File: src/rtl/pong_pkg.sv
// Shared types and defaults for the Pong game controller: state encoding,
// coordinate/score widths, default grid geometry and a counter-width helper.
package pong_pkg;

  typedef enum logic [2:0] {
    ST_IDLE      = 3'd0,
    ST_SERVE     = 3'd1,
    ST_RUNNING   = 3'd2,
    ST_POINT     = 3'd3,
    ST_GAME_OVER = 3'd4
  } state_t;

  localparam int X_W     = 6;
  localparam int Y_W     = 5;
  localparam int SCORE_W = 4;

  localparam int DEF_GAME_WIDTH    = 40;
  localparam int DEF_GAME_HEIGHT   = 30;
  localparam int DEF_PADDLE_HEIGHT = 6;
  localparam int DEF_PADDLE_COL_P1 = 0;
  localparam int DEF_PADDLE_COL_P2 = 39;

  // Width of a counter that must hold 0..n-1 (at least one bit).
  function automatic int cnt_width(input int n);
    return (n <= 2) ? 1 : $clog2(n);
  endfunction

endpackage

File: src/rtl/pong_paddle_ctrl.sv
// One paddle: frame-tick divider plus up/down/hold stepping with saturation
// at the top (row 0) and bottom (GAME_HEIGHT-PADDLE_HEIGHT) of the field.
// The divider is held at zero while the paddle is disabled so every
// activation starts a fresh step period.
module pong_paddle_ctrl
  import pong_pkg::*;
#(
  parameter int GAME_HEIGHT   = DEF_GAME_HEIGHT,
  parameter int PADDLE_HEIGHT = DEF_PADDLE_HEIGHT,
  parameter int PADDLE_SPEED  = 4
) (
  input  logic           clk,
  input  logic           srst,
  input  logic           enable,
  input  logic           tick,
  input  logic           up,
  input  logic           dn,
  output logic [Y_W-1:0] paddle_y
);

  localparam int CNT_W = cnt_width(PADDLE_SPEED);
  localparam logic [CNT_W-1:0] CNT_LAST = CNT_W'(PADDLE_SPEED - 1);
  localparam logic [Y_W-1:0]   Y_INIT   = Y_W'((GAME_HEIGHT - PADDLE_HEIGHT) / 2);
  localparam logic [Y_W-1:0]   Y_MAX    = Y_W'(GAME_HEIGHT - PADDLE_HEIGHT);

  logic [CNT_W-1:0] cnt_reg;
  logic [Y_W-1:0]   y_reg;

  // Divide frame ticks and move the paddle one row per step period.
  always_ff @(posedge clk) begin
    if (srst) begin
      cnt_reg <= '0;
      y_reg   <= Y_INIT;
    end else if (!enable) begin
      cnt_reg <= '0;
    end else if (tick) begin
      if (cnt_reg == CNT_LAST) begin
        cnt_reg <= '0;
        if (up && !dn && (y_reg != '0)) begin
          y_reg <= y_reg - Y_W'(1);
        end else if (dn && !up && (y_reg < Y_MAX)) begin
          y_reg <= y_reg + Y_W'(1);
        end
      end else begin
        cnt_reg <= cnt_reg + CNT_W'(1);
      end
    end
  end

  assign paddle_y = y_reg;

endmodule

File: src/rtl/pong_game_ctrl.sv
// Pong game sequencer: state machine, ball motion, paddles and scores on a
// tile grid, paced by frame ticks from the falling edge of VSync.
// Optional build macro PONG_AI_EN: when defined, the P2 paddle tracks the
// ball internally and the P2 switches are ignored.
module pong_game_ctrl
  import pong_pkg::*;
#(
  parameter int GAME_WIDTH    = DEF_GAME_WIDTH,
  parameter int GAME_HEIGHT   = DEF_GAME_HEIGHT,
  parameter int PADDLE_HEIGHT = DEF_PADDLE_HEIGHT,
  parameter int PADDLE_COL_P1 = DEF_PADDLE_COL_P1,
  parameter int PADDLE_COL_P2 = DEF_PADDLE_COL_P2,
  parameter int BALL_SPEED    = 8,
  parameter int PADDLE_SPEED  = 4,
  parameter int SERVE_FRAMES  = 60,
  parameter int SCORE_LIMIT   = 9
) (
  input  logic               i_Clk,
  input  logic               i_Rst,
  input  logic               i_VSync,
  input  logic               i_Start,
  input  logic               i_P1_Up,
  input  logic               i_P1_Dn,
  input  logic               i_P2_Up,
  input  logic               i_P2_Dn,
  output logic [X_W-1:0]     o_Ball_X,
  output logic [Y_W-1:0]     o_Ball_Y,
  output logic [Y_W-1:0]     o_P1_Paddle_Y,
  output logic [Y_W-1:0]     o_P2_Paddle_Y,
  output logic [SCORE_W-1:0] o_P1_Score,
  output logic [SCORE_W-1:0] o_P2_Score,
  output logic               o_Game_Active,
  output logic [2:0]         o_State
);

  localparam int SERVE_W = cnt_width(SERVE_FRAMES);
  localparam int BALL_W  = cnt_width(BALL_SPEED);

  localparam logic [SERVE_W-1:0] SERVE_LAST  = SERVE_W'(SERVE_FRAMES - 1);
  localparam logic [BALL_W-1:0]  BALL_LAST   = BALL_W'(BALL_SPEED - 1);
  localparam logic [X_W-1:0]     X_CENTRE    = X_W'(GAME_WIDTH / 2);
  localparam logic [Y_W-1:0]     Y_CENTRE    = Y_W'(GAME_HEIGHT / 2);
  localparam logic [Y_W-1:0]     Y_LAST      = Y_W'(GAME_HEIGHT - 1);
  localparam logic [Y_W-1:0]     PH_M1       = Y_W'(PADDLE_HEIGHT - 1);
  localparam logic [X_W-1:0]     X_P1_EDGE   = X_W'(PADDLE_COL_P1 + 1);
  localparam logic [X_W-1:0]     X_P1_BOUNCE = X_W'(PADDLE_COL_P1 + 2);
  localparam logic [X_W-1:0]     X_P2_EDGE   = X_W'(PADDLE_COL_P2 - 1);
  localparam logic [X_W-1:0]     X_P2_BOUNCE = X_W'(PADDLE_COL_P2 - 2);
  localparam logic [SCORE_W-1:0] SCORE_MAX   = SCORE_W'(SCORE_LIMIT);

  // Direction flags: 1 means +X (rightwards) / +Y (downwards).
  state_t               state_reg;
  logic                 vsync_reg, vsync_prev_reg;
  logic [X_W-1:0]       ball_x_reg;
  logic [Y_W-1:0]       ball_y_reg;
  logic                 dir_x_reg, dir_y_reg;
  logic [SCORE_W-1:0]   p1_score_reg, p2_score_reg;
  logic                 scorer_p1_reg;
  logic                 game_active_reg;
  logic [SERVE_W-1:0]   serve_cnt_reg;
  logic [BALL_W-1:0]    ball_cnt_reg;

  logic                 tick;
  logic [Y_W-1:0]       p1_y, p2_y;
  logic                 p2_up, p2_dn;

  // Ball step computed from the pre-step position and pre-step paddle rows.
  logic [X_W-1:0]       step_x_next;
  logic [Y_W-1:0]       step_y_next;
  logic                 step_dir_x_next, step_dir_y_next;
  logic                 step_miss_next, step_scorer_p1_next;
  logic                 p1_hit, p2_hit;
  logic [SCORE_W-1:0]   p1_score_inc, p2_score_inc;

  // Frame tick is the registered VSync falling edge.
  always_ff @(posedge i_Clk) begin
    if (i_Rst) begin
      vsync_reg      <= 1'b0;
      vsync_prev_reg <= 1'b0;
    end else begin
      vsync_reg      <= i_VSync;
      vsync_prev_reg <= vsync_reg;
    end
  end

  assign tick = vsync_prev_reg & ~vsync_reg;

  assign p1_hit = (ball_y_reg >= p1_y) && (ball_y_reg <= p1_y + PH_M1);
  assign p2_hit = (ball_y_reg >= p2_y) && (ball_y_reg <= p2_y + PH_M1);

  assign p1_score_inc = (p1_score_reg >= SCORE_MAX) ? SCORE_MAX : p1_score_reg + SCORE_W'(1);
  assign p2_score_inc = (p2_score_reg >= SCORE_MAX) ? SCORE_MAX : p2_score_reg + SCORE_W'(1);

  // Next ball position/direction for one step, including wall and paddle bounces.
  always_comb begin
    step_x_next         = ball_x_reg;
    step_y_next         = ball_y_reg;
    step_dir_x_next     = dir_x_reg;
    step_dir_y_next     = dir_y_reg;
    step_miss_next      = 1'b0;
    step_scorer_p1_next = 1'b0;

    if (dir_y_reg) begin
      if (ball_y_reg == Y_LAST) begin
        step_dir_y_next = 1'b0;
        step_y_next     = ball_y_reg - Y_W'(1);
      end else begin
        step_y_next = ball_y_reg + Y_W'(1);
      end
    end else begin
      if (ball_y_reg == '0) begin
        step_dir_y_next = 1'b1;
        step_y_next     = Y_W'(1);
      end else begin
        step_y_next = ball_y_reg - Y_W'(1);
      end
    end

    if (!dir_x_reg && (ball_x_reg == X_P1_EDGE)) begin
      if (p1_hit) begin
        step_dir_x_next = 1'b1;
        step_x_next     = X_P1_BOUNCE;
      end else begin
        step_miss_next      = 1'b1;
        step_scorer_p1_next = 1'b0;
      end
    end else if (dir_x_reg && (ball_x_reg == X_P2_EDGE)) begin
      if (p2_hit) begin
        step_dir_x_next = 1'b0;
        step_x_next     = X_P2_BOUNCE;
      end else begin
        step_miss_next      = 1'b1;
        step_scorer_p1_next = 1'b1;
      end
    end else if (dir_x_reg) begin
      step_x_next = ball_x_reg + X_W'(1);
    end else begin
      step_x_next = ball_x_reg - X_W'(1);
    end
  end

  // Game state machine with ball, scores and activity flag as registered outputs.
  always_ff @(posedge i_Clk) begin
    if (i_Rst) begin
      state_reg       <= ST_IDLE;
      ball_x_reg      <= X_CENTRE;
      ball_y_reg      <= Y_CENTRE;
      dir_x_reg       <= 1'b1;
      dir_y_reg       <= 1'b1;
      p1_score_reg    <= '0;
      p2_score_reg    <= '0;
      scorer_p1_reg   <= 1'b0;
      game_active_reg <= 1'b0;
      serve_cnt_reg   <= '0;
      ball_cnt_reg    <= '0;
    end else begin
      case (state_reg)
        ST_IDLE, ST_GAME_OVER: begin
          // A tick arriving with the start pulse is swallowed by the transition.
          if (i_Start) begin
            state_reg       <= ST_SERVE;
            game_active_reg <= 1'b1;
            p1_score_reg    <= '0;
            p2_score_reg    <= '0;
            ball_x_reg      <= X_CENTRE;
            ball_y_reg      <= Y_CENTRE;
            dir_x_reg       <= 1'b1;
            serve_cnt_reg   <= '0;
            ball_cnt_reg    <= '0;
          end
        end
        ST_SERVE: begin
          if (tick) begin
            if (serve_cnt_reg == SERVE_LAST) begin
              state_reg     <= ST_RUNNING;
              serve_cnt_reg <= '0;
              ball_cnt_reg  <= '0;
            end else begin
              serve_cnt_reg <= serve_cnt_reg + SERVE_W'(1);
            end
          end
        end
        ST_RUNNING: begin
          if (tick) begin
            if (ball_cnt_reg == BALL_LAST) begin
              ball_cnt_reg <= '0;
              ball_y_reg   <= step_y_next;
              dir_y_reg    <= step_dir_y_next;
              if (step_miss_next) begin
                state_reg       <= ST_POINT;
                game_active_reg <= 1'b0;
                scorer_p1_reg   <= step_scorer_p1_next;
              end else begin
                ball_x_reg <= step_x_next;
                dir_x_reg  <= step_dir_x_next;
              end
            end else begin
              ball_cnt_reg <= ball_cnt_reg + BALL_W'(1);
            end
          end
        end
        ST_POINT: begin
          if (scorer_p1_reg) begin
            p1_score_reg <= p1_score_inc;
          end else begin
            p2_score_reg <= p2_score_inc;
          end
          if ((scorer_p1_reg ? p1_score_inc : p2_score_inc) == SCORE_MAX) begin
            state_reg       <= ST_GAME_OVER;
            game_active_reg <= 1'b0;
          end else begin
            state_reg       <= ST_SERVE;
            game_active_reg <= 1'b1;
            ball_x_reg      <= X_CENTRE;
            ball_y_reg      <= Y_CENTRE;
            dir_x_reg       <= scorer_p1_reg;  // serve toward the player who lost
            dir_y_reg       <= 1'b1;
            serve_cnt_reg   <= '0;
          end
        end
        default: begin
          state_reg       <= ST_IDLE;
          game_active_reg <= 1'b0;
        end
      endcase
    end
  end

`ifdef PONG_AI_EN
  logic [Y_W-1:0] p2_centre;
  logic           unused_p2_buttons;
  assign unused_p2_buttons = i_P2_Up ^ i_P2_Dn;
  assign p2_centre = p2_y + Y_W'(PADDLE_HEIGHT / 2);
  assign p2_up     = (p2_centre > ball_y_reg);
  assign p2_dn     = (p2_centre < ball_y_reg);
`else
  assign p2_up = i_P2_Up;
  assign p2_dn = i_P2_Dn;
`endif

  pong_paddle_ctrl #(
    .GAME_HEIGHT  (GAME_HEIGHT),
    .PADDLE_HEIGHT(PADDLE_HEIGHT),
    .PADDLE_SPEED (PADDLE_SPEED)
  ) u_paddle_p1 (
    .clk     (i_Clk),
    .srst    (i_Rst),
    .enable  (game_active_reg),
    .tick    (tick),
    .up      (i_P1_Up),
    .dn      (i_P1_Dn),
    .paddle_y(p1_y)
  );

  pong_paddle_ctrl #(
    .GAME_HEIGHT  (GAME_HEIGHT),
    .PADDLE_HEIGHT(PADDLE_HEIGHT),
    .PADDLE_SPEED (PADDLE_SPEED)
  ) u_paddle_p2 (
    .clk     (i_Clk),
    .srst    (i_Rst),
    .enable  (game_active_reg),
    .tick    (tick),
    .up      (p2_up),
    .dn      (p2_dn),
    .paddle_y(p2_y)
  );

  assign o_Ball_X      = ball_x_reg;
  assign o_Ball_Y      = ball_y_reg;
  assign o_P1_Paddle_Y = p1_y;
  assign o_P2_Paddle_Y = p2_y;
  assign o_P1_Score    = p1_score_reg;
  assign o_P2_Score    = p2_score_reg;
  assign o_Game_Active = game_active_reg;
  assign o_State       = state_reg;

endmodule

File: config.mk
export PLATFORM = sky130hd
export DESIGN_NAME = pong_game_ctrl
export DESIGN_NICKNAME = d
export VERILOG_FILES = /design/src/rtl/pong_pkg.sv /design/src/rtl/pong_paddle_ctrl.sv /design/src/rtl/pong_game_ctrl.sv
export SDC_FILE = /design/constraint.sdc
export NUM_CORES = 1
export LEC_CHECK = 0
export ABC_AREA = 1
export CORE_UTILIZATION = 40
export CTS_BUF_LIST = sky130_fd_sc_hd__clkbuf_2 sky130_fd_sc_hd__clkbuf_4 sky130_fd_sc_hd__clkbuf_8
export CTS_CLUSTER_DIAMETER = 60
export DETAILED_ROUTE_END_ITERATION = 10
export DONT_BUFFER_PORTS = 1
export PLACE_DENSITY_LB_ADDON = 0.25
export SLEW_MARGIN = 10
export SYNTH_ARGS = -nofsm -noshare
export SYNTH_HDL_FRONTEND = slang
export SYNTH_SLANG_ARGS = --single-unit
File: constraint.sdc
create_clock -name i_Clk -period 2.4 [get_ports i_Clk]
set_input_delay 0.48 -clock i_Clk [delete_from_list [all_inputs] [get_ports i_Clk]]
set_output_delay 0.48 -clock i_Clk [all_outputs]
set_load 0.05 [all_outputs]
==> results of run 1 <==
==> worst reg2reg max path: cells and delay by family, from the launching register on <==
| kind | cells | cell delay, ns |
|---|---|---|
| adders and majority gates | 2 | 0.61 |
| AOI/OAI and AO/OA | 3 | 0.27 |
| DFF | 1 | 0.40 |
| buffers and inverters | 1 | 0.12 |
| and+or+nand+nor | 5 | 0.64 |
| xor gates and xnor gates | 1 | 0.13 |
==> what timing repair did <==
action | 4_1_cts | 5_1_grt
setup buffers | 0 | 3
gates resized for setup | 0 | 23
endpoints found under the setup margin | 0 | 17
==> cell usage after synthesis (3+ instances only) <==
library cell,number
nand2_1,117
nand2_2,9
nand4_1,10
inv_1,77
o21ai_0,31
o211ai_1,7
a211oi_1,5
inv_2,10
o21ai_1,4
xor2_1,14
a21oi_1,41
a31oi_1,3
dfxtp_1,51
nor3_1,7
xnor2_1,3
nor2_4,3
nor2_2,5
nor2_1,43
clkbuf_1,4
o211a_1,3
nand3_1,43
ha_1,48
nand2_4,3
==> kinds of logic (layout without fill, tap and decap cells) <==
group	count (synthesis)	count (layout)	share of synthesized area, %
AOI/OAI and AO/OA	101	101	14.9
and+or+nand+nor	247	249	29.1
adders and majority gates	50	50	16.5
DFF	51	51	26.3
xor gates and xnor gates	17	17	3.83
buffers and inverters	95	136	9.40
==> cell type report <==
class	instances	area share, %
multi-input combinational	417	57.1
clock inverter	1	0.166
inverter	88	7.45
timing repair buffer	40	6.73
sequential	51	22.8
tap	129	3.57
clock buffer	7	2.13
==> per-stage QoR <==
| step | hold slack [ns] | utilization [%] | TNS, ns | setup slack (ns) | instances |
|---|---|---|---|---|---|
| 2_1_floorplan | 0.410 | - | 0 | 0.00615 | 561 |
| 3_3_place_gp | 0.424 | 46.1 | 0 | 0.141 | 720 |
| 3_5_place_dp | 0.426 | 46.1 | 0 | 0.0733 | 720 |
| 4_1_cts | 0.214 | 47.2 | 0 | 0.0425 | 728 |
| 5_1_grt | 0.213 | 48.4 | -0.0110 | -0.0110 | 733 |
| 6_report | 0.225 | 48.4 | 0 | 0.122 | 733 |
==> worst max path at each step <==
stage	startpoint	end	slack [ns]	depth (start not counted)
6_report	u_paddle_p2.paddle_y[0]	u_paddle_p2.paddle_y[4]	0.12	12
3_5_place_dp	u_paddle_p2.paddle_y[1]	o_State[1]	0.07	16
2_1_floorplan	u_paddle_p2.paddle_y[2]	o_Ball_X[0]	0.006	16
5_1_grt	u_paddle_p2.paddle_y[0]	u_paddle_p2.paddle_y[4]	-0.01	12
4_1_cts	u_paddle_p2.paddle_y[0]	o_State[1]	0.04	16
3_3_place_gp	u_paddle_p1.paddle_y[0]	u_paddle_p1.paddle_y[4]	0.14	14
==> report_power, final <==
group          switching (mW)  internal, mW
Combinational            2.00         0.993
Clock                   0.302         0.263
Sequential              0.224          1.01
Total                    2.53          2.27
==> metal layers <==
layer	routed length, um	GRT usage (%)
met4	147	6.35
met2	4240	32.7
met3	290	3.19
met1	4440	23.8
met5	0	0
==> metrics.csv, run 1 <==
metric;value;unit
final_common_cell;nand2_1;
yosysUniqueCellTypes;38;
drcViolationCount;0;
slew_viol_final;0;
fin_crit_sh;94.9;%
max_stage_delay;0.40;ns
netlist_area;3890;um2
postCtsHoldBufs;0;
dieArea;10100;um2
ys_seq_area_share;26.3;%
finalHoldViolCount;0;
start_util;41.7;%
worstPathMaxFanout;5;
ir_drop;592;uV
dp_hpwl;6940;um
syn_area_per_cell;6.93;um2
synth_top_area_share;26.3;%
status;complete, no violations;
regArea;1030;um2
r2r_setup_slack;0.12;ns
cp.arrival;2.50;ns
synthArstFlopShare;0;%
final_cell_mix;113 x nand2_1, 74 x inv_1, 47 x ha_1, 47 x dfxtp_1;
clk_pin_slew;0.10;ns
synth_edf_count;0;
wirelength;9120;um
final_nets;661;
coreArea;9330;um2
crit_type;register to register;
hp-class;input pin to register;
worstMarginPinSlew;0.437;ns
wire_per_inst;12.4;um
required;2.62;ns
p_per_area;1060;nW/um2
power;4.80;mW
clk_latency;0.32;ns
hold_path_end;o_P2_Score[3];
die_h;101;um
ant_nets;0;
multi_input_area;2580;um2
cts.htree.levels;2;
cts-buffers-inserted;5;
fin_crit;2.28;ns
cts_buffer_depth;2;
stdcell_area;4520;um2
grtUsageTotal;18.9;%
numPortBuffers;0;
vias;3611;
synth_top_flop_cell;dfxtp_1;
drv_cap;0;
skew;0.0117;ns
clock_sinks;51;
crit_chain;clkinvlp_4 -> ha_1 -> nand4_1 -> nand2_1 -> fa_1 -> or2_2 -> nand2_1 -> a21oi_1 -> xnor2_1 -> nor2_1 -> o21ai_0 -> a21oi_1;
grt_pass1_vias;3396;
fillers;947;
diodes;0;
setup_viol;0;
antenna_found_initial;0;
ys_top_cells_by_area;dfxtp_1 26%, ha_1 15%, nand2_1 11%;
worst_setup_path_end_kind;register;
grt_max_degree;22;
r2r_start;u_paddle_p2.paddle_y[0];
worstHoldStart;i_Rst;
drt_iter0_drc;114;
cts_root_buffer;clkbuf_8;
rows;35;
tritoncts;done;
synth_nets;619;
place.gp.congestion;0.838;
synthToLayoutAreaGrowth;16.2;%
cpLargestDelayFamily;simple AND/OR/NAND/NOR gates;
syn_inst;561;
whs_path_depth;1;
drive_above_1_share;17.7;%
first_pass_iters;4;
io-pin-count;41;
p_leak;2.17;nW
crit_path_start_kind;register;
vias_per_cell;4.93;
die_x;101;um
critical_path.slowest_cell;dfxtp_4;
placed_area;4300;um2
gr-total-overflow;0;
ys_ff_latch;51;
relSlewSlack;70.8;%
path_buf_inv;1;
reg2regPathDepth;12;
synth_warnings;0;
reg2reg_to;u_paddle_p2.paddle_y[4];
fmax;439;MHz
synth_top_area_cell;dfxtp_1;
grt_first_pass_wirelength;15400;um
(Power assumes the default switching activity.)
==> run 2: changes to the inputs <==
--- a/config.mk
+++ b/config.mk
@@ -6,13 +6,14 @@
 export NUM_CORES = 1
 export LEC_CHECK = 0
 export ABC_AREA = 1
-export CORE_UTILIZATION = 40
+export CORE_UTILIZATION = 67
 export CTS_BUF_LIST = sky130_fd_sc_hd__clkbuf_2 sky130_fd_sc_hd__clkbuf_4 sky130_fd_sc_hd__clkbuf_8
 export CTS_CLUSTER_DIAMETER = 60
 export DETAILED_ROUTE_END_ITERATION = 10
 export DONT_BUFFER_PORTS = 1
-export PLACE_DENSITY_LB_ADDON = 0.25
+export PLACE_DENSITY_LB_ADDON = 0.12
 export SLEW_MARGIN = 10
 export SYNTH_ARGS = -nofsm -noshare
 export SYNTH_HDL_FRONTEND = slang
+export SYNTH_HIERARCHICAL = 1
 export SYNTH_SLANG_ARGS = --single-unit
==> run 2 against run 1 <==
  * Core utilization increased by 31 points
  * Total power decreased by 4.8%
  * Sequential share of layout area increased by 0.079 points
  * Final cell count decreased by 5.9%
  * Critical path depth increased by 4
  * Clock power decreased by 13%
  * Clock-buffer cell count decreased by 2
  * Critical path type unchanged
  * Largest power group unchanged
==> metrics.csv, run 2 <==
metric;value;unit;change
clock_sinks;51;;unchanged
wirelength;9160;um;+0.39%
cts_root_buffer;clkbuf_8;;
numPortBuffers;0;;unchanged
vias_per_cell;5.72;;+16%
synthArstFlopShare;0;%;unchanged
clk_pin_slew;0.10;ns;about the same
finalNonFillerCells;690;;-5.9%
dp_hpwl;6690;um;-3.6%
cts_buffer_depth;2;;unchanged
final_nets;675;;+2.1%
syn_area_per_cell;6.90;um2;-0.40%
worstPathMaxFanout;5;;unchanged
synthAdderAreaFrac;15.3;%;-1.2 points
tritoncts;done;;
drive_above_1_share;15.5;%;-2.2 points
synthTopCellsByCount;121 x nand2_1, 81 x inv_1, 53 x nor2_1, 51 x dfxtp_1, 50 x nand3_1;;
skew;0.0142;ns;+0.00252 ns
coreArea;5640;um2;-40%
fin_crit;2.29;ns;+0.00852 ns
synth_top_area_cell;dfxtp_1;;
drt_iter0_drc;287;;+150%
drcViolationCount;0;;unchanged
synth_warnings;6;;+6
worstMarginPinSlew;0.605;ns;+0.169 ns
stdcell_area;4480;um2;-0.83%
final_common_cell;nand2_1;;
crit_type;register to register;;
fin_crit_sh;95.3;%;+0.36 points
fillers;405;;-57%
synth_compound_area_share;12.6;%;-2.3 points
finalHoldViolCount;0;;unchanged
die_x;79.5;um;-21%
gr-total-overflow;0;;unchanged
yosys.cell_count.top_type;nand2_1;;
required;2.60;ns;-0.02 ns
syn_inst;583;;+3.9%
synthToLayoutAreaGrowth;11.3;%;
synth_top_family_by_area;simple AND/OR/NAND/NOR gates;;
grt_pass1_vias;3573;;+5.2%
hp-class;input pin to register;;
synth_mux_area_share;0;%;unchanged
synth_nets;639;;+3.2%
power;4.57;mW;-4.8%
placed_area;4340;um2;+0.84%
crit_path_start_kind;register;;
setup_viol;0;;unchanged
multi_input_area;2690;um2;+4.0%
ir_drop;780;uV;+32%
grt_max_degree;23;;+4.5%
p_per_area;1020;nW/um2;-4.0%
postCtsHoldBufs;0;;unchanged
relSlewSlack;59.4;%;-11 points
grtUsageTotal;29.9;%;+11 points
die_h;79.5;um;-21%
cts.htree.levels;2;;unchanged
ys_ff_latch;51;;unchanged
cts-buffers-inserted;5;;unchanged
worstHoldStart;i_Rst;;
r2r_start;u_paddle_p2/paddle_y[0];;
fmax;437;MHz;-0.37%
crit_path_start;u_paddle_p2/paddle_y[0];;
io-pin-count;41;;unchanged
ys_seq_area_share;25.4;%;-0.89 points
diodes;0;;unchanged
regArea;1030;um2;-0.49%
slew_viol_final;0;;unchanged
fin_ws;0.113;ns;-0.00852 ns
start_util;71.3;%;+30 points
netlist_area;4020;um2;+3.5%
dp.cells;682;;-5.3%
rows;27;;-23%
synth_top_area_share;25.4;%;-0.89 points
wire_per_inst;13.3;um;+6.7%
final_core_util;79.4;%;+31 points
worst_setup_path_end_kind;register;;
dieArea;6320;um2;-38%
synth_edf_count;0;;unchanged
rsz0062_at_grt;yes;;
synth_top_flop_cell;dfxtp_1;;
vias;3948;;+9.3%
final_cell_mix;117 x nand2_1, 81 x inv_1, 51 x nor2_1;;
status;complete, no violations;;
antenna_found_initial;0;;unchanged
drv_cap;0;;unchanged
p_leak;2.20;nW;+1.4%
grt_first_pass_wirelength;15200;um;-1.1%
ant_nets;0;;unchanged
post-place-ws;0.0824;ns;+0.00904 ns
place.gp.congestion;0.916;;+9.4%
yosysUniqueCellTypes;43;;+13%
synthSimpleGateAreaFrac;33.5;%;+4.4 points
cp.arrival;2.49;ns;about the same
clk_latency;0.32;ns;about the same
synth_xor_area_share;3.92;%;+0.088 points
ys_top_cells_by_area;dfxtp_1 25%, ha_1 14%, nand2_1 11%;;
first_pass_iters;6;;+2
==> run 2: cell types whose count changed after synthesis, moves of 4 or more <==
| cell | before | now |
|---|---|---|
| nor2_1 | 43 | 53 |
| nand3_1 | 43 | 50 |
| o21ai_0 | 31 | 25 |
| inv_1 | 77 | 81 |
| nand2_1 | 117 | 121 |
| nand3_2 | 0 | 4 |
==> run 2: cell type report <==
type / instances / share of cell area [%]
Multi-Input combinational cell: 436 / 59.9
Timing Repair Buffer: 34 / 5.78
Sequential cell: 51 / 22.9
Clock inverter: 1 / 0.168
Clock buffer: 5 / 1.54
Tap cell: 72 / 2.01
Inverter: 91 / 7.68
==> run 2: final timing paths <==
check / to / slack, ns / cells past startpoint
min: ball_cnt_reg[2] / 0.23 / 1
max: dir_x_reg / 0.11 / 16
min reg2reg: vsync_prev_reg / 0.43 / 2
max reg2reg: dir_x_reg / 0.11 / 16
==> run 2: layer usage <==
layer / routed length (um) / global-route usage [%] / vias up / share of wire [%]
met2: 4360 / 52.8 / 139 / 48
met5: 0 / 0 / - / 0
met3: 595 / 6.06 / 12 / 6.5
met4: 111 / 8.18 / 0 / 1.2
met1: 4090 / 36.4 / 1814 / 45
li1: - / - / 1983 / -
==> run 2: where the power goes <==
group / internal, mW / total, mW / switching, mW
clock: 0.195 / 0.493 / 0.299
sequential: 1.03 / 1.24 / 0.211
combinational: 0.912 / 2.84 / 1.92
==> run 2: worst max-delay path, cell delays in order, from the launching register on <==
cell and delay, ns:
dfxtp_2 0.35, ha_1 0.22, o21ai_1 0.16, xor2_1 0.19, ha_1 0.28, nand2_2 0.10, inv_1 0.05, nand2_1 0.07
nand3_1 0.10, nand2_2 0.10, nand2_2 0.08, nand3_4 0.10, nand2_2 0.10, nor2_4 0.12, nand2_1 0.05, nand2_1 0.06
nand3_1 0.06
==> run 2: what timing repair did <==
item,4_1_cts,5_1_grt
resized for setup,0,14
setup buffers,0,1
endpoints found under the setup margin,0,10
==> run 2: metrics by stage <==
stage	hold WS [ns]	setup TNS, ns
after floorplan	0.410	0
after global placement	0.418	0
after detailed placement	0.427	0
after CTS	0.226	0
after global routing	0.223	-0.268
final	0.227	0
==> run 2: logic make-up after synthesis <==
group           Yosys count
compound gates           89
xor+xnor                 18
fa+ha+maj                48
buf+inv                  97
flops                    51
simple gates            280
==> run 3: changes to the inputs <==
--- a/config.mk
+++ b/config.mk
@@ -6,7 +6,7 @@
 export NUM_CORES = 1
 export LEC_CHECK = 0
 export ABC_AREA = 1
-export CORE_UTILIZATION = 67
+export CORE_UTILIZATION = 60
 export CTS_BUF_LIST = sky130_fd_sc_hd__clkbuf_2 sky130_fd_sc_hd__clkbuf_4 sky130_fd_sc_hd__clkbuf_8
 export CTS_CLUSTER_DIAMETER = 60
 export DETAILED_ROUTE_END_ITERATION = 10
==> constraint.sdc (replaced) <==
create_clock -name i_Clk -period 2 [get_ports i_Clk]
set_input_delay 0.4 -clock i_Clk [delete_from_list [all_inputs] [get_ports i_Clk]]
set_output_delay 0.4 -clock i_Clk [all_outputs]
set_load 0.05 [all_outputs]
==> run 3 against run 2 <==
  * The flow now finishes with violations (design-rule violations, negative setup slack)
  * First-iteration DRC count is 11% higher
  * Via count is 5.3% higher
  * Sequential share of layout area is 1.9 points lower
  * Non-clock buffer count is 31 higher
  * Final cell count is 5.5% higher
  * Die area is 11% higher
  * Fmax is 0.19% lower
  * Design area is 12% higher
  * Combinational power is 31% higher
  * Critical path type unchanged
  * Highest routed layer unchanged
==> metrics.csv, run 3 (synthesized netlist as in run 2, its figures left out) <==
metric;value;unit;change
vias;4159;;+5.3%
crit_path_start_kind;register;;
rsz0062_at_grt;yes;;
fillers;490;;+21%
cpLargestDelayFamily;simple AND/OR/NAND/NOR gates;;
grt_first_pass_wirelength;16900;um;+11%
stdcell_area;5010;um2;+12%
tritoncts;done;;
cp.arrival;2.51;ns;+0.02 ns
drt_iter0_drc;318;;+11%
finalHoldViolCount;0;;unchanged
die_x;83.9;um;+5.5%
slew_viol_final;0;;unchanged
fin_crit_sh;115;%;+19 points
crit_top_cell;nand2_1;;
hp-class;input pin to register;;
grt_max_degree;23;;unchanged
ant_nets;0;;unchanged
place.gp.congestion;0.879;;-4.1%
multi_input_area;2870;um2;+7.0%
skew;0.0143;ns;+0.0000900 ns
finalSetupTns;-2.46;ns;-2.46 ns
start_util;62.7;%;-8.7 points
clk_latency;0.32;ns;about the same
cts.htree.levels;2;;unchanged
dp_hpwl;7170;um;+7.1%
worstMarginPinSlew;0.545;ns;-0.0605 ns
final_cell_mix;112 x nand2_1, 79 x inv_1, 60 x buf_4;;
wire_per_inst;14.4;um;+8.1%
regArea;1050;um2;+2.4%
final_nets;706;;+4.6%
dieArea;7040;um2;+11%
worst_setup_path_end_kind;register;;
io-pin-count;41;;unchanged
grt_pass1_vias;3827;;+7.1%
power;6.01;mW;+32%
first_pass_iters;8;;+2
setup_viol;15;;+15
numPortBuffers;0;;unchanged
required;2.22;ns;-0.38 ns
vias_per_cell;5.71;;-0.15%
p_leak;2.40;nW;+9.3%
die_h;83.9;um;+5.5%
path_buf_inv;2;;+1
wirelength;10500;um;+14%
fin_ws;-0.291;ns;-0.404 ns
cts_buffer_depth;2;;unchanged
p_per_area;1200;nW/um2;+18%
worstPathMaxFanout;3;;-2
fmax;437;MHz;-0.19%
diodes;0;;unchanged
crit_chain;buf_6 -> a21oi_1 -> xor2_1 -> ha_1 -> nand2_1 -> nor2_1 -> nand2_1 -> nand3_1 -> nand2_1 -> nand2_2 -> nand3_4 -> nand2_4 -> nor2_4 -> buf_6 -> nand3_2 -> nand3_2;;
max_stage_delay;0.37;ns;+0.02 ns
cts_root_buffer;clkbuf_8;;
postCtsHoldBufs;0;;unchanged
drive_above_1_share;26.6;%;+11 points
violations;design-rule violations, negative setup slack;;
drv_cap;0;;unchanged
clock_sinks;51;;unchanged
placed_area;4600;um2;+6.1%
gr-total-overflow;0;;unchanged
final_common_cell;nand2_1;;
synthToLayoutAreaGrowth;24.5;%;
antenna_found_initial;0;;unchanged
coreArea;6420;um2;+14%
drcViolationCount;3;;+3
relSlewSlack;63.5;%;+4.2 points
r2r_setup_slack;-0.29;ns;-0.40 ns
critical_path.slowest_cell;dfxtp_4;;
crit_type;register to register;;
cts-buffers-inserted;5;;unchanged
ir_drop;655;uV;-16%
status;finished, violations left;;
clk_pin_slew;0.10;ns;about the same
rows;29;;+7.4%
grtUsageTotal;29.1;%;-0.77 points
fin_crit;2.29;ns;+0.00430 ns
## run 3: cell count changes in the layout (fill, tap and decap cells not counted), sizes merged
cell,before,now
buf,34,65
bufinv,0,1
clkbuf,5,6
clkinv,1,2
inv,90,89
## run 3: stage by stage
step	hold WS [ns]	util (%)	setup slack, ns	cells
2_1_floorplan	0.410	-	-0.0991	583
3_3_place_gp	0.420	71.6	-0.0459	711
3_5_place_dp	0.440	71.6	-0.143	711
4_1_cts	0.139	74.4	-0.119	720
5_1_grt	0.135	78.0	-0.435	728
6_report	0.138	78.0	-0.291	728
## run 3: worst reg2reg max path, delay by kind of cell, from the launching register on
family	cells	cell delay [ns]
fa+ha+maj	1	0.29
simple gates	11	0.99
xor+xnor	1	0.11
flops	1	0.37
compound gates	1	0.19
buf+inv	2	0.24
## run 3: power breakdown
part	total, mW	internal (mW)	switching, mW
registers	1.52	1.24	0.288
clock network	0.768	0.406	0.362
logic	3.72	1.26	2.46
## run 3: routing by layer
metal | up-vias | GRT usage [%] | share of wire, %
met5 | - | 0 | 0
met1 | 1931 | 36.0 | 43
li1 | 2045 | - | -
met4 | 0 | 8.15 | 2.3
met2 | 151 | 52.2 | 49
met3 | 32 | 4.55 | 5.7
## run 3: what timing repair did
| item | 4_1_cts | 5_1_grt |
|---|---|---|
| cloned | 1 | 0 |
| pin swaps | 10 | 22 |
| setup endpoints to repair | 12 | 25 |
| setup buffers | 0 | 8 |
| gates resized for setup | 11 | 37 |
## run 3: area by class of cell
type / count / area share, %
Timing Repair Buffer: 65 / 10.4
Multi-Input combinational cell: 436 / 57.4
Sequential cell: 51 / 21.0
Clock inverter: 2 / 0.699
Clock buffer: 6 / 1.65
Tap cell: 77 / 1.92
Inverter: 91 / 6.99
## run 3: final timing paths
check / to / cells after the start / startpoint
max: dir_x_reg / 16 / u_paddle_p1/paddle_y[1]
min: o_P2_Score[3] / 1 / i_Rst
max reg2reg: dir_x_reg / 16 / u_paddle_p1/paddle_y[1]
min reg2reg: vsync_prev_reg / 2 / vsync_reg
